[src/rtl/qconv_states_pkg.sv]
// Shared types and default timing for the qconv sequencing FSM.
// Optional build feature: QCONV_FSM_CYCLE_COUNT_EN adds a run-length cycle counter.
package qconv_states_pkg;

  // Phase encoding as seen on the state output
  typedef enum logic [2:0] {
    ST_IDLE  = 3'd0,
    ST_LOAD  = 3'd1,
    ST_CALC  = 3'd2,
    ST_STORE = 3'd3,
    ST_DONE  = 3'd4
  } state_t;

  localparam int DEF_OC_HIGH_NUM  = 4;
  localparam int DEF_LOAD_CYCLES  = 8;
  localparam int DEF_CALC_CYCLES  = 16;
  localparam int DEF_STORE_CYCLES = 4;
  localparam int CYCLE_COUNT_W    = 16;

endpackage

[src/rtl/qconv_phase_counter.sv]
// Phase counter shared by LOAD/CALC/STORE. The caller muxes in the phase
// length; terminal flags the last cycle of the phase (cnt == limit-1), after
// which the counter wraps back to zero for the next phase.
module qconv_phase_counter #(
  parameter int CntBitWidth = 8
) (
  input  logic                   clk,
  input  logic                   rst_n,
  input  logic                   clear,
  input  logic [CntBitWidth-1:0] limit,
  output logic [CntBitWidth-1:0] cnt,
  output logic                   terminal
);

  logic [CntBitWidth-1:0] cnt_reg;

  assign cnt      = cnt_reg;
  assign terminal = (cnt_reg == (limit - 1'b1));

  // Count up; restart from zero on clear or at the end of a phase
  always_ff @(posedge clk) begin
    if (rst_n) begin
      cnt_reg <= '0;
    end else if (clear || terminal) begin
      cnt_reg <= '0;
    end else begin
      cnt_reg <= cnt_reg + 1'b1;
    end
  end

endmodule

[src/rtl/qconv_states_fsm.sv]
// Top-level sequencing FSM for the qconv datapath: walks the output-channel
// tiles through LOAD, CALC and STORE, then pulses finish for one cycle.
// Note: rst_n is an active-high synchronous reset despite its name.
// Optional build feature: QCONV_FSM_CYCLE_COUNT_EN adds output cycle_count.
module qconv_states_fsm
  import qconv_states_pkg::*;
#(
  parameter int OcHighBitWidth = 4,
  parameter int OcHighNum      = DEF_OC_HIGH_NUM,
  parameter int LoadCycles     = DEF_LOAD_CYCLES,
  parameter int CalcCycles     = DEF_CALC_CYCLES,
  parameter int StoreCycles    = DEF_STORE_CYCLES,
  parameter int CntBitWidth    = 8
) (
  input  logic                      clk,
  input  logic                      rst_n,
  input  logic                      start,
  output logic                      busy,
  output logic                      finish,
  output logic [2:0]                state,
  output logic [OcHighBitWidth-1:0] oc_high,
  output logic                      load_en,
  output logic                      calc_en,
  output logic                      calc_first,
  output logic                      calc_last,
  output logic                      store_en
`ifdef QCONV_FSM_CYCLE_COUNT_EN
  ,
  output logic [CYCLE_COUNT_W-1:0]  cycle_count
`endif
);

  localparam logic [OcHighBitWidth-1:0] LastTile = OcHighBitWidth'(OcHighNum - 1);

  state_t                  state_reg, state_next;
  logic [OcHighBitWidth-1:0] oc_high_reg, oc_high_next;
  logic [CntBitWidth-1:0]  cnt;
  logic [CntBitWidth-1:0]  cnt_limit;
  logic                    cnt_clear;
  logic                    cnt_terminal;
  logic                    working;

  assign working = (state_reg == ST_LOAD) || (state_reg == ST_CALC) ||
                   (state_reg == ST_STORE);

  // Phase length for the shared counter; idle/done keep it parked at zero
  always_comb begin
    cnt_limit = CntBitWidth'(1);
    cnt_clear = !working;
    case (state_reg)
      ST_LOAD:  cnt_limit = CntBitWidth'(LoadCycles);
      ST_CALC:  cnt_limit = CntBitWidth'(CalcCycles);
      ST_STORE: cnt_limit = CntBitWidth'(StoreCycles);
      default:  cnt_limit = CntBitWidth'(1);
    endcase
  end

  qconv_phase_counter #(
    .CntBitWidth(CntBitWidth)
  ) u_phase_counter (
    .clk     (clk),
    .rst_n   (rst_n),
    .clear   (cnt_clear),
    .limit   (cnt_limit),
    .cnt     (cnt),
    .terminal(cnt_terminal)
  );

  // State and tile-index registers
  always_ff @(posedge clk) begin
    if (rst_n) begin
      state_reg   <= ST_IDLE;
      oc_high_reg <= '0;
    end else begin
      state_reg   <= state_next;
      oc_high_reg <= oc_high_next;
    end
  end

  // Next-state and tile-index logic; illegal encodings fall back to IDLE
  always_comb begin
    state_next   = state_reg;
    oc_high_next = oc_high_reg;
    case (state_reg)
      ST_IDLE: begin
        oc_high_next = '0;
        if (start) state_next = ST_LOAD;
      end
      ST_LOAD: begin
        if (cnt_terminal) state_next = ST_CALC;
      end
      ST_CALC: begin
        if (cnt_terminal) state_next = ST_STORE;
      end
      ST_STORE: begin
        if (cnt_terminal) begin
          if (oc_high_reg == LastTile) begin
            state_next = ST_DONE;
          end else begin
            state_next   = ST_LOAD;
            oc_high_next = oc_high_reg + 1'b1;
          end
        end
      end
      ST_DONE: begin
        state_next   = ST_IDLE;
        oc_high_next = '0;
      end
      default: begin
        state_next   = ST_IDLE;
        oc_high_next = '0;
      end
    endcase
  end

  // Moore outputs decoded purely from registers
  assign state      = state_reg;
  assign oc_high    = oc_high_reg;
  assign busy       = (state_reg != ST_IDLE);
  assign finish     = (state_reg == ST_DONE);
  assign load_en    = (state_reg == ST_LOAD);
  assign calc_en    = (state_reg == ST_CALC);
  assign store_en   = (state_reg == ST_STORE);
  assign calc_first = calc_en && (cnt == '0);
  assign calc_last  = calc_en && (cnt == CntBitWidth'(CalcCycles - 1));

`ifdef QCONV_FSM_CYCLE_COUNT_EN
  logic [CYCLE_COUNT_W-1:0] cycle_count_reg;

  assign cycle_count = cycle_count_reg;

  // Length of the current/last run in working cycles, saturating
  always_ff @(posedge clk) begin
    if (rst_n) begin
      cycle_count_reg <= '0;
    end else if ((state_reg == ST_IDLE) && start) begin
      cycle_count_reg <= '0;
    end else if (working && (cycle_count_reg != {CYCLE_COUNT_W{1'b1}})) begin
      cycle_count_reg <= cycle_count_reg + 1'b1;
    end
  end
`endif

endmodule

[config.mk]
export PLATFORM = sky130hd
export DESIGN_NAME = qconv_states_fsm
export DESIGN_NICKNAME = d
export VERILOG_FILES = /design/src/rtl/qconv_states_pkg.sv /design/src/rtl/qconv_phase_counter.sv /design/src/rtl/qconv_states_fsm.sv
export SDC_FILE = /design/constraint.sdc
export NUM_CORES = 1
export LEC_CHECK = 0
export ABC_AREA = 0
export CAP_MARGIN = 20
export CORE_AREA = 2 2 58 60
export CTS_BUF_LIST = sky130_fd_sc_hd__clkbuf_4 sky130_fd_sc_hd__clkbuf_8
export CTS_CLUSTER_DIAMETER = 60
export DETAILED_ROUTE_END_ITERATION = 6
export DIE_AREA = 0 0 60 62
export MAX_ROUTING_LAYER = met4
export PLACE_DENSITY = 0.51
export SETUP_SLACK_MARGIN = 0.15
export SLEW_MARGIN = 10
export SYNTH_ARGS = -nofsm -noshare
export SYNTH_HDL_FRONTEND = slang
export SYNTH_SLANG_ARGS = --single-unit
[constraint.sdc]
create_clock -name clk -period 1.9 [get_ports clk]
set_input_delay 0.38 -clock clk [delete_from_list [all_inputs] [get_ports clk]]
set_output_delay 0.38 -clock clk [all_outputs]
set_load 0.01 [all_outputs]
# [Yosys cells after proc, flatten, opt, wreduce, memory -nomap -nowiden]
# Index checks and enable logic that the tools add are counted.
[totals] ff_bits=15 ram_bits=0 romBits=0 latch_bits=0 input_bits=3 mem_count=0 elab_cells=42
[op_classes] n_shift=0 order_cmp=0 n_reduce_logical=13 multipliers=0 n_div=0 bitwise_logic=1 n_mux=10 eq_ne=12 n_addsub=3
[ops] operator="$mux 3" n=5
[ops] operator="$pmux 5 s3" n=1
[ops] operator="$pmux 3 s4" n=1
[ops] operator="$add 8x1->8 const B" n=1
[ops] operator="$eq 8x4->1 const B" n=1
[ops] operator="$eq 8x8->1" n=1
[ops] operator="$logic_not 8->1" n=1
[ops] operator="$mux 4" n=2
[ops] operator="$pmux 4 s2" n=1
[ops] operator="$eq 3x2->1 const B" n=2
[ops] operator="$ne 2x1->1 const B" n=3
[ops] operator="$sub 5x1->6 const B" n=1
[ops] operator="$add 4x1->4 const B" n=1
[ops] operator="$eq 4x2->1 const B" n=1
[ops] operator="$ne 2x2->1 const B" n=2
[ops] operator="$reduce_and 4->1" n=1
[ops] operator="$reduce_or 2->1" n=2
[ops] operator="$eq 3x1->1 const B" n=1
[ops] operator="$eq 3x3->1 const B" n=1
[ops] operator="$logic_not 3->1" n=1
[ops] operator="$logic_or 1x1->1" n=3
[ops] operator="$reduce_and 3->1" n=1
[ops] operator="$reduce_bool 3->1" n=1
[ops] operator="$logic_and 1x1->1" n=2
[ops] operator="2 further kinds" n=2

# [Depth between registers and ports, before layout]
# Gate-level depths: netlist of the first run.
[logic_depth] word_depth=6 depth_mapped=7 ltp_nobuf=6

# [Modules after synthesis]
# Synthesis of the first run repeated with hierarchy kept, for this count alone.
[unflattened] hier_cells=138 hier_area_um2=1157.4
[by_module_without_submodules] mod="qconv_phase_counter" instances=1 area_each_um2=628.1 seq_area_each_um2=160.2 cells_each=74
[by_module_without_submodules] mod="qconv_states_fsm" instances=1 area_each_um2=529.3 seq_area_each_um2=140.1 cells_each=64

# [Worst setup path before layout of the first run]
# No wires, ideal clock.
[synth_timing] path_type="register -> register" from="reg oc_high_reg[0] (netlist: oc_high[0])" to="reg oc_high_reg[3] (netlist: oc_high[3])" arrival_time_ns=1.749 setup_slack_ns=0.017 stages_incl_launch_ff=7 cell_sequence="dfxtp_1 > ha_1 > or3b_2 > a211oi_2 > nor3_1 > mux2i_1 > a21oi_1"
[synth_between] elab_chain_cells=4 word_cells_on_any_way=7 classes_between="add/sub (1); eq/ne (2); mux (3); reduce/logical (1)"
[synth_lines] element="start, declared" line_no="qconv_states_fsm.sv:36" rtl="logic [OcHighBitWidth-1:0] oc_high_reg, oc_high_next;"
[synth_lines] element="start signal, assigned" line_no="qconv_states_fsm.sv:76" rtl="oc_high_reg <= oc_high_next;"
[synth_lines] element="$add 4x1->4" line_no="qconv_states_fsm.sv:101" rtl="oc_high_next = oc_high_reg + 1'b1;"
[synth_lines] element="$mux 4" line_no="qconv_states_fsm.sv:97" rtl="if (oc_high_reg == LastTile) begin"
[synth_lines] element="$mux 4" line_no="qconv_states_fsm.sv:96" rtl="if (cnt_terminal) begin"
[synth_lines] element="$pmux 4 s2" line_no="qconv_states_fsm.sv:84" rtl="case (state_reg)"
# Parallel ways exist; a longest one is shown, timed or not. The select of a mux whose other input is x is not followed.
# A chain may end at the register's enable or synchronous reset.

# [Worst setup path in the final report of the first run]
[layout_timing] from="reg u_phase_counter.cnt_reg[4] (netlist: u_phase_counter.cnt[4])" to="out calc_last"
[layout_between] elab_chain_cells=2
[layout_lines] element="start, declared" line_no="qconv_phase_counter.sv:15" rtl="logic [CntBitWidth-1:0] cnt_reg;"
[layout_lines] element="start signal, assigned" line_no="qconv_phase_counter.sv:27" rtl="cnt_reg <= cnt_reg + 1'b1;"
[layout_lines] element="$eq 8x4->1" line_no="qconv_states_fsm.sv:125" rtl="assign calc_last = calc_en && (cnt == CntBitWidth'(CalcCycles - 1));"
[layout_lines] element="$logic_and 1x1->1" line_no="qconv_states_fsm.sv:125"
[layout_lines] element="end, declared" line_no="qconv_states_fsm.sv:25" rtl="output logic calc_last,"
# Every way passes these cells.

==> out/results.txt, run 1 <==
DRC Markers: 0
Starting DRT DRC Count: 15
Sequential fraction of the synthesis area: 33.2%
WP data arrival: 1.48 ns
Peak fanout along the critical path: 2
DP HPWL: 1620 µm
Tmin final: 1.86 ns
Synth top area share: 33.2%
RSZ-0062 raised after global routing: yes
Dpl cells: 185
Routed WL: 2370 µm
Clock buffer depth: 2
N_diodes: 0
P per Cell Area: 1320 nW/µm²
Commonest non-fill, non-tap cells in the layout: buf_4 (26), nor2_1 (9), buf_6 (8)
Clk_skew: 0.00325 ns
Synth Instances: 106
Max VDD drop: 0.564 mV
Post-DR wirelength/cell: 11.8 µm
Setup TNS: 0 ns
WS Path Type: reg -> out
Share of layout cells above drive strength 1: 49.4%
Die height: 62 µm
Core ar.: 3180 µm²
Row count: 21
Vias per inst: 4.80
Routed via count: 959
Max FFs per register: 8
Syn avg cell area: 8.52 µm²
Commonest non-fill, non-tap cell in the layout: buf_4
CP endpoint kind: output port
R2R Setup Slk: 0.08 ns
Clock-pin slew on the worst setup and hold paths: 0.09 ns
Syn nets: 112
Drt first pass iters: 3
Cell taking the most area after synthesis: dfxtp_1
Pin slew with the least headroom to its limit: 0.638 ns
Max Cap Viol: 0
All-Layer GR Usage: 14.3%
Clock root buffer: clkbuf_4
Post-synth EDFFs: 0
WHS: 0.541 ns
Slew Limit Fails: 0
Startpoint types: register
Max Fclk: 537 MHz
Worst Path Required: 1.52 ns
GPL Wtd Cong: 0.766
P_leak: 0.626 nW
First-pass GRT wire length: 3960 µm
DIE WIDTH: 60 µm
Cts hold-fix bufs: 0
Antenna Violating Nets Remaining: 0
TritonCTS Buffers: 3
Worst slew margin: 57.1%
Ys flop type: dfxtp_1
Setup violators final: 0
Post-Syn Area: 903 µm²
Largest net degree at the start of global routing: 14
CTS tree: built
Synth warn: 0
Clk_lat worst skew: 0.28 ns
Hold Path Class: reg -> reg
Hold path cells: 2
Final cell count without fillers: 200
Leading cell types by total area after synthesis: dfxtp_1 (33%), nor2_1 (5.0%), ha_1 (4.2%)
Status: complete, no violations
Area grow syn2layout: 68.7%
Vias in the first global route: 954
PortBufs: 16
#FFs+latches synth: 15
Reg2Reg Depth: 5
GRT overflow: 0
Initial Util: 28.4%
I/O Pins: 17
Cell variety after synth: 40
Nets: 161
Clock sinks: 15
Hold Violations, Final: 0
Initial antenna violation count: 0
Die Area: 3720 µm²
Ys async rst share: 0%
H-tree depth: 1
Final Cycle Share: 98.0%
report_power, final:
part | switching, W | leakage, nW | internal (W)
Sequential | 0.0000747 | 0.127 | 0.000365
Combinational | 0.000640 | 0.481 | 0.000727
Clock | 0.000107 | 0.0184 | 0.0000958
Total | 0.000822 | 0.626 | 0.00119
cells by family after synthesis:
group / count (synthesis) / synth area share [%]
adders and majority gates: 3 / 4.16
DFF: 15 / 33.2
buffers and inverters: 10 / 5.54
AOI/OAI and AO/OA: 17 / 14.3
xor gates and xnor gates: 7 / 6.79
and+or+nand+nor: 53 / 34.9
muxes: 1 / 1.11
worst max-delay path: stages, from the launching register on:
cell,delay [ns]
dfxtp_2,0.34
nor4_4,0.29
nand2_1,0.12
buf_4,0.15
buf_6,0.10
nor2_2,0.06
buf_2,0.13
metrics by stage:
stage / utilization [%] / setup slack (ns) / area [µm²] / power (W)
CTS: 45.3 / -0.0837 / 1440 / 0.00183
finish: 47.9 / 0.0376 / 1520 / 0.00201
detailed placement: 39.8 / -0.213 / 1270 / 0.00145
global placement: 39.8 / -0.118 / 1270 / 0.00145
floorplan: - / 0.142 / 917 / 0.00101
global route: 47.9 / -0.0497 / 1520 / 0.00215
synthesized netlist by cell type (all sizes together), types with 3 or more instances:
master  number
dfxtp       15
nor2        12
inv          5
nand2        5
a21oi        4
nand3        4
nand4b       4
nor3         4
o21ai        4
xnor2        4
and2         3
buf          3
ha           3
nor4         3
o211ai       3
or3          3
xor2         3
final timing paths:
kind | startpoint | to
min reg2reg | oc_high[2] | oc_high[2]
max reg2reg | state[1] | state[1]
min | oc_high[2] | oc_high[2]
max | u_phase_counter.cnt[4] | calc_last
what timing repair did:
action	in CTS	in global routing
buffers inserted	9	2
endpoints found under the setup margin	24	20
pin swaps	11	12
resized for setup	48	25
metal layers:
layer	GRT usage, %	up-vias	wire, µm
met3	3.73	4	86
met5	-	-	0
met2	25.8	15	1220
met4	0.952	0	23
met1	16.8	461	1040
li1	-	479	-
layout make-up:
| class | count | area, µm² |
|---|---|---|
| multi-input cells | 81 | 694 |
| repair buffers | 49 | 404 |
| well taps | 46 | 57.6 |
| clock buffers | 4 | 30.0 |
| fillers | 320 | 1660 |
| flip-flops and latches | 15 | 319 |
| inverters | 5 | 18.8 |
(Power assumes the default switching activity.)
==> run 2: changes to the inputs <==
--- a/config.mk
+++ b/config.mk
@@ -14,7 +14,6 @@
 export DIE_AREA = 0 0 60 62
 export MAX_ROUTING_LAYER = met4
 export PLACE_DENSITY = 0.51
-export SETUP_SLACK_MARGIN = 0.15
 export SLEW_MARGIN = 10
 export SYNTH_ARGS = -nofsm -noshare
 export SYNTH_HDL_FRONTEND = slang
==> out/results.txt, run 2 (same netlist as run 1, synthesis figures left out) <==
Peak fanout along the critical path: 2 (unchanged)
Dpl cells: 190 (+2.7%)
Share of layout cells above drive strength 1: 38.8% (-11 points)
Clock sinks: 15 (unchanged)
Setup violators final: 0 (unchanged)
Reg2Reg Depth: 5 (unchanged)
Most Used Layer, Global Route: met2
Internal: 0.00108 W (-9.4%)
Drt first pass iters: 4 (+1)
P per Cell Area: 1260 nW/µm² (-4.7%)
CTS tree: built
Max Fclk: 540 MHz (+0.65%)
Routed via count: 933 (-2.7%)
Clock buffer depth: 2 (unchanged)
Met3 Use GR: 2.48% (-1.2 points)
Status: complete, no violations
Finished Core Util: 44.6% (-3.3 points)
Vias in the first global route: 906 (-5.0%)
N_diodes: 0 (unchanged)
Setup TNS: 0 ns (unchanged)
Hold Path Class: reg -> reg
R2r startpoint: state[1]
P_leak: 0.585 nW (-6.6%)
Routing usage on met2: 24.7% (-1.1 points)
Hold path endpoint: oc_high[3]
Cts hold-fix bufs: 0 (unchanged)
Clk_skew: 0.00233 ns (-0.000923 ns)
Commonest non-fill, non-tap cell in the layout: buf_4
Hold Violations, Final: 0 (unchanged)
Clk_lat worst skew: 0.28 ns (about the same)
DP HPWL: 1760 µm (+8.7%)
Max FFs per register: 8 (unchanged)
Max Cap Viol: 0 (unchanged)
Reg2reg end: state[1]
All-Layer GR Usage: 13.7% (-0.58 points)
P_sw: 0.000707 W (-14%)
Die height: 62 µm (unchanged)
Final cell count without fillers: 198 (-1.0%)
CP endpoint kind: output port
Starting DRT DRC Count: 21 (+6)
Slew Limit Fails: 0 (unchanged)
I/O Pins: 17 (unchanged)
Routed WL: 2350 µm (-0.93%)
RSZ-0062 raised after global routing: yes
TritonCTS Buffers: 3 (unchanged)
Clock-pin slew on the worst setup and hold paths: 0.09 ns (about the same)
Switching share of power: 39.7% (-1.3 points)
Initial Util: 28.4% (unchanged)
WS Path Type: reg -> out
Worst min-delay path startpoint: oc_high[3]
Reg power frac: 23.2% (+1.3 points)
Nets: 159 (-1.2%)
Vias per inst: 4.71 (-1.7%)
First-pass GRT wire length: 3790 µm (-4.3%)
H-tree depth: 1 (unchanged)
Area grow syn2layout: 56.9%
Commonest non-fill, non-tap cells in the layout: buf_4 (30), nor2_1 (10), clkdlybuf4s50_1 (9), dfxtp_1 (9), dfxtp_2 (6)
Post-DR wirelength/cell: 11.8 µm (about the same)
DRC Markers: 0 (unchanged)
Startpoint types: register
Pin slew with the least headroom to its limit: 0.306 ns (-0.332 ns)
Clock root buffer: clkbuf_4
Initial antenna violation count: 0 (unchanged)
Final Cycle Share: 97.4% (-0.63 points)
GPL Wtd Cong: 0.691 (-9.9%)
Met1 Track Usage GR: 15.6% (-1.1 points)
Max VDD drop: 0.565 mV (+0.17%)
Hold path cells: 2 (unchanged)
WHS: 0.529 ns (-0.0123 ns)
Worst Path Required: 1.52 ns (about the same)
Worst slew margin: 79.4% (+22 points)
Core ar.: 3180 µm² (unchanged)
GRT overflow: 0 (unchanged)
R2R Setup Slk: 0.08 ns (about the same)
Combinational power share: 65.6% (-2.4 points)
DIE WIDTH: 60 µm (unchanged)
Clk network pwr share: 11.1% (+1.0 points)
Tmin final: 1.85 ns (-0.0120 ns)
Row count: 21 (unchanged)
Die Area: 3720 µm² (unchanged)
Antenna Violating Nets Remaining: 0 (unchanged)
PortBufs: 16 (unchanged)
WP data arrival: 1.47 ns (about the same)
Largest net degree at the start of global routing: 13 (-1)
==> run 2: cell count changes in the layout (fill, tap and decap cells not counted), moves of 2 or more <==
cell and delta:
nand2b_4 -2, buf_4 +4, clkdlybuf4s50_1 +4, dfxtp_4 -3, dfxtp_1 +3, nand2b_1 +2
buf_6 -7, buf_2 -3
==> run 2: final cells by class <==
class / count / area, µm²
fillers: 322 / 1760
multi-input cells: 81 / 617
repair buffers: 47 / 387
flip-flops and latches: 15 / 308
well taps: 46 / 57.6
clock buffers: 4 / 30.0
inverters: 5 / 18.8
==> run 2: worst max-delay path by stage <==
stage / start / endpoint / slack, ns / depth (start not counted)
after floorplan: oc_high[0] / oc_high[3] / 0.02 / 6
after global placement: u_phase_counter.cnt[4] / calc_first / -0.12 / 4
after detailed placement: u_phase_counter.cnt[4] / calc_first / -0.20 / 4
after CTS: state[2] / calc_en / -0.004 / 4
after global routing: u_phase_counter.cnt[4] / calc_first / -0.01 / 4
final: u_phase_counter.cnt[4] / calc_first / 0.05 / 4
==> run 2: critical path, cell delays in order, from the launching register on <==
cell and delay [ns]:
dfxtp_2 0.35, nor4_4 0.30, nand2_1 0.13, nor4b_2 0.25, buf_2 0.17
==> run 2: what timing repair did <==
action,in CTS,in global routing
setup endpoints to repair,9,18
setup buffers,1,4
gates resized for setup,26,10
hold endpoints to repair,0,0
pin swaps,3,9
==> run 2: layer usage <==
metal  wire [µm]  part of all wire (%)
met1        1060                    45
met2        1220                    52
met3          57                   2.4
met4           7                  0.30
met5           0                     0
==> run 2: per-stage QoR <==
| step | instance area, µm² | total power, W | setup WS (ns) |
|---|---|---|---|
| 2_1_floorplan | 903 | 0.000970 | 0.0168 |
| 3_3_place_gp | 1290 | 0.00148 | -0.117 |
| 3_5_place_dp | 1290 | 0.00149 | -0.203 |
| 4_1_cts | 1370 | 0.00175 | -0.00435 |
| 5_1_grt | 1420 | 0.00193 | -0.0115 |
| 6_report | 1420 | 0.00178 | 0.0496 |
==> run 2: power by group through the flow <==
stage / Combinational [W] / Sequential [W] / Clock (W)
after global placement: 0.00107 / 0.000409 / 0
final: 0.00117 / 0.000414 / 0.000198
after CTS: 0.00113 / 0.000411 / 0.000209
after floorplan: 0.000557 / 0.000414 / 0
after global routing: 0.00129 / 0.000421 / 0.000225
after detailed placement: 0.00108 / 0.000411 / 0
==> run 3: changes to the inputs <==
--- a/config.mk
+++ b/config.mk
@@ -7,13 +7,14 @@
 export LEC_CHECK = 0
 export ABC_AREA = 0
 export CAP_MARGIN = 20
-export CORE_AREA = 2 2 58 60
+export CORE_AREA = 2 2 47 49
 export CTS_BUF_LIST = sky130_fd_sc_hd__clkbuf_4 sky130_fd_sc_hd__clkbuf_8
 export CTS_CLUSTER_DIAMETER = 60
 export DETAILED_ROUTE_END_ITERATION = 6
-export DIE_AREA = 0 0 60 62
+export DIE_AREA = 0 0 49 51
 export MAX_ROUTING_LAYER = met4
-export PLACE_DENSITY = 0.51
+export PLACE_DENSITY = 0.73
+export SETUP_SLACK_MARGIN = 0.3
 export SLEW_MARGIN = 10
 export SYNTH_ARGS = -nofsm -noshare
 export SYNTH_HDL_FRONTEND = slang
==> out/results.txt, run 3 (same netlist as run 1, synthesis figures left out) <==
CP endpoint kind: output port
Finished Core Util: 80.4% (+36 points)
Vias in the first global route: 1038 (+15%)
All-Layer GR Usage: 25.6% (+12 points)
Critical path's slowest cell: dfxtp_2
P_sw: 0.00101 W (+42%)
Hold Violations, Final: 0 (unchanged)
Nets: 163 (+2.5%)
Internal: 0.00137 W (+27%)
Most Used Layer, Global Route: met2
Max VDD drop: 1.12 mV (+98%)
Setup violators final: 0 (unchanged)
Initial Util: 43.8% (+15 points)
Largest net degree at the start of global routing: 12 (-1)
Worst path bufs/invs: 1 (unchanged)
Clock buffer depth: 2 (unchanged)
Commonest non-fill, non-tap cells in the layout: buf_4 (23), buf_6 (11), nor2_4 (8)
H-tree depth: 1 (unchanged)
Row count: 17 (-19%)
Clk_lat worst skew: 0.28 ns (about the same)
P per Cell Area: 1430 nW/µm² (+14%)
Post-DR wirelength/cell: 16.8 µm (+42%)
Setup WS pre-CTS: -0.245 ns (-0.0422 ns)
Tmin final: 1.86 ns (+0.00720 ns)
DP HPWL: 1690 µm (-4.0%)
Clk network pwr share: 8.3% (-2.8 points)
Share of layout cells above drive strength 1: 59.0% (+20 points)
Die Area: 2500 µm² (-33%)
GRT overflow: 0 (unchanged)
P_leak: 0.684 nW (+17%)
Final total power: 0.00237 W (+33%)
Worst setup margin: 0.0424 ns (-0.00720 ns)
Switching share of power: 42.4% (+2.7 points)
Worst Path Required: 1.52 ns (about the same)
Max FFs per register: 8 (unchanged)
Core ar.: 2060 µm² (-35%)
Pin slew with the least headroom to its limit: 0.544 ns (+0.238 ns)
Peak fanout along the critical path: 2 (unchanged)
DRC Markers: 0 (unchanged)
Startpoint types: register
N_diodes: 0 (unchanged)
I/O Pins: 17 (unchanged)
Starting DRT DRC Count: 20 (-4.8%)
Initial antenna violation count: 0 (unchanged)
Routing usage on met2: 50.9% (+26 points)
RSZ-0062 raised after global routing: yes
Slew Limit Fails: 0 (unchanged)
Status: complete, no violations
Area grow syn2layout: 83.5%
Slowest stage delay, CP: 0.34 ns (about the same)
Cts hold-fix bufs: 0 (unchanged)
WS Path Type: reg -> out
CP cell instances: nor4_4, nand2_2, nor4b_2, buf_2
WHS: 0.531 ns (+0.00232 ns)
Routed via count: 1014 (+8.7%)
Clock root buffer: clkbuf_4
First-pass GRT wire length: 4800 µm (+27%)
Max Cap Viol: 0 (unchanged)
GPL Wtd Cong: 0.783 (+13%)
TritonCTS Buffers: 3 (unchanged)
Clock sinks: 15 (unchanged)
Clk_skew: 0.00761 ns (+0.00529 ns)
DIE WIDTH: 49 µm (-18%)
Vias per inst: 5.51 (+17%)
Hold Path Class: reg -> reg
Routed WL: 3100 µm (+32%)
Drt first pass iters: 4 (unchanged)
CTS tree: built
Clock-pin slew on the worst setup and hold paths: 0.08 ns (about the same)
Max Fclk: 538 MHz (-0.39%)
Commonest non-fill, non-tap cell in the layout: buf_4
Worst slew margin: 63.5% (-16 points)
Met3 Use GR: 1.75% (-0.73 points)
Die height: 51 µm (-18%)
Top delay family on crit path: simple AND/OR/NAND/NOR gates
Reg power frac: 18.5% (-4.7 points)
Antenna Violating Nets Remaining: 0 (unchanged)
Met1 Track Usage GR: 27.6% (+12 points)
PortBufs: 16 (unchanged)
Final Cycle Share: 97.8% (+0.38 points)
Combinational power share: 73.2% (+7.6 points)
WP data arrival: 1.48 ns (about the same)
[run 3: worst paths after layout]
path / start / depth (start not counted) / end / slack (ns)
max: u_phase_counter.cnt[4] / 4 / calc_first / 0.04
min: oc_high[2] / 2 / oc_high[2] / 0.53
max reg2reg: u_phase_counter.cnt[4] / 7 / state[1] / 0.05
min reg2reg: oc_high[2] / 2 / oc_high[2] / 0.53
[run 3: area by class of cell]
type	instances	area [µm²]
clock buffers	4	30.0
flip-flops and latches	15	327
multi-input cells	81	778
inverters	5	18.8
well taps	28	35.0
repair buffers	51	469
fillers	135	405
[run 3: timing repair]
action                     in CTS  in global routing
resized for setup              73                 34
setup buffers                  10                  6
setup endpoints to repair      28                 24
cloned                          2                  0
pin swaps                      20                 13
[run 3: per-stage QoR]
stage / cells / area (µm²) / setup TNS, ns
finish: 184 / 1660 / 0
global route: 184 / 1660 / -0.0496
CTS: 178 / 1490 / 0
detailed placement: 162 / 1230 / -0.404
global placement: 162 / 1230 / -0.111
floorplan: 106 / 942 / 0
[run 3: layer usage]
metal,up-vias,part of all wire (%)
met5,-,0
met4,0,2.3
met3,6,2.5
met2,21,54
met1,499,41
li1,488,-
[run 3: power by group through the flow]
stage / logic [W] / clock network [W] / registers [W]
floorplan: 0.000643 / 0 / 0.000419
global placement: 0.000947 / 0 / 0.000411
detailed placement: 0.000976 / 0 / 0.000415
CTS: 0.00142 / 0.000196 / 0.000431
global route: 0.00182 / 0.000215 / 0.000445
finish: 0.00174 / 0.000196 / 0.000440
[run 3: worst min-delay path, cell delays in order (launching register included)]
cell and delay (ns):
dfxtp_2 0.36, nand4_1 0.09, nand3_2 0.05
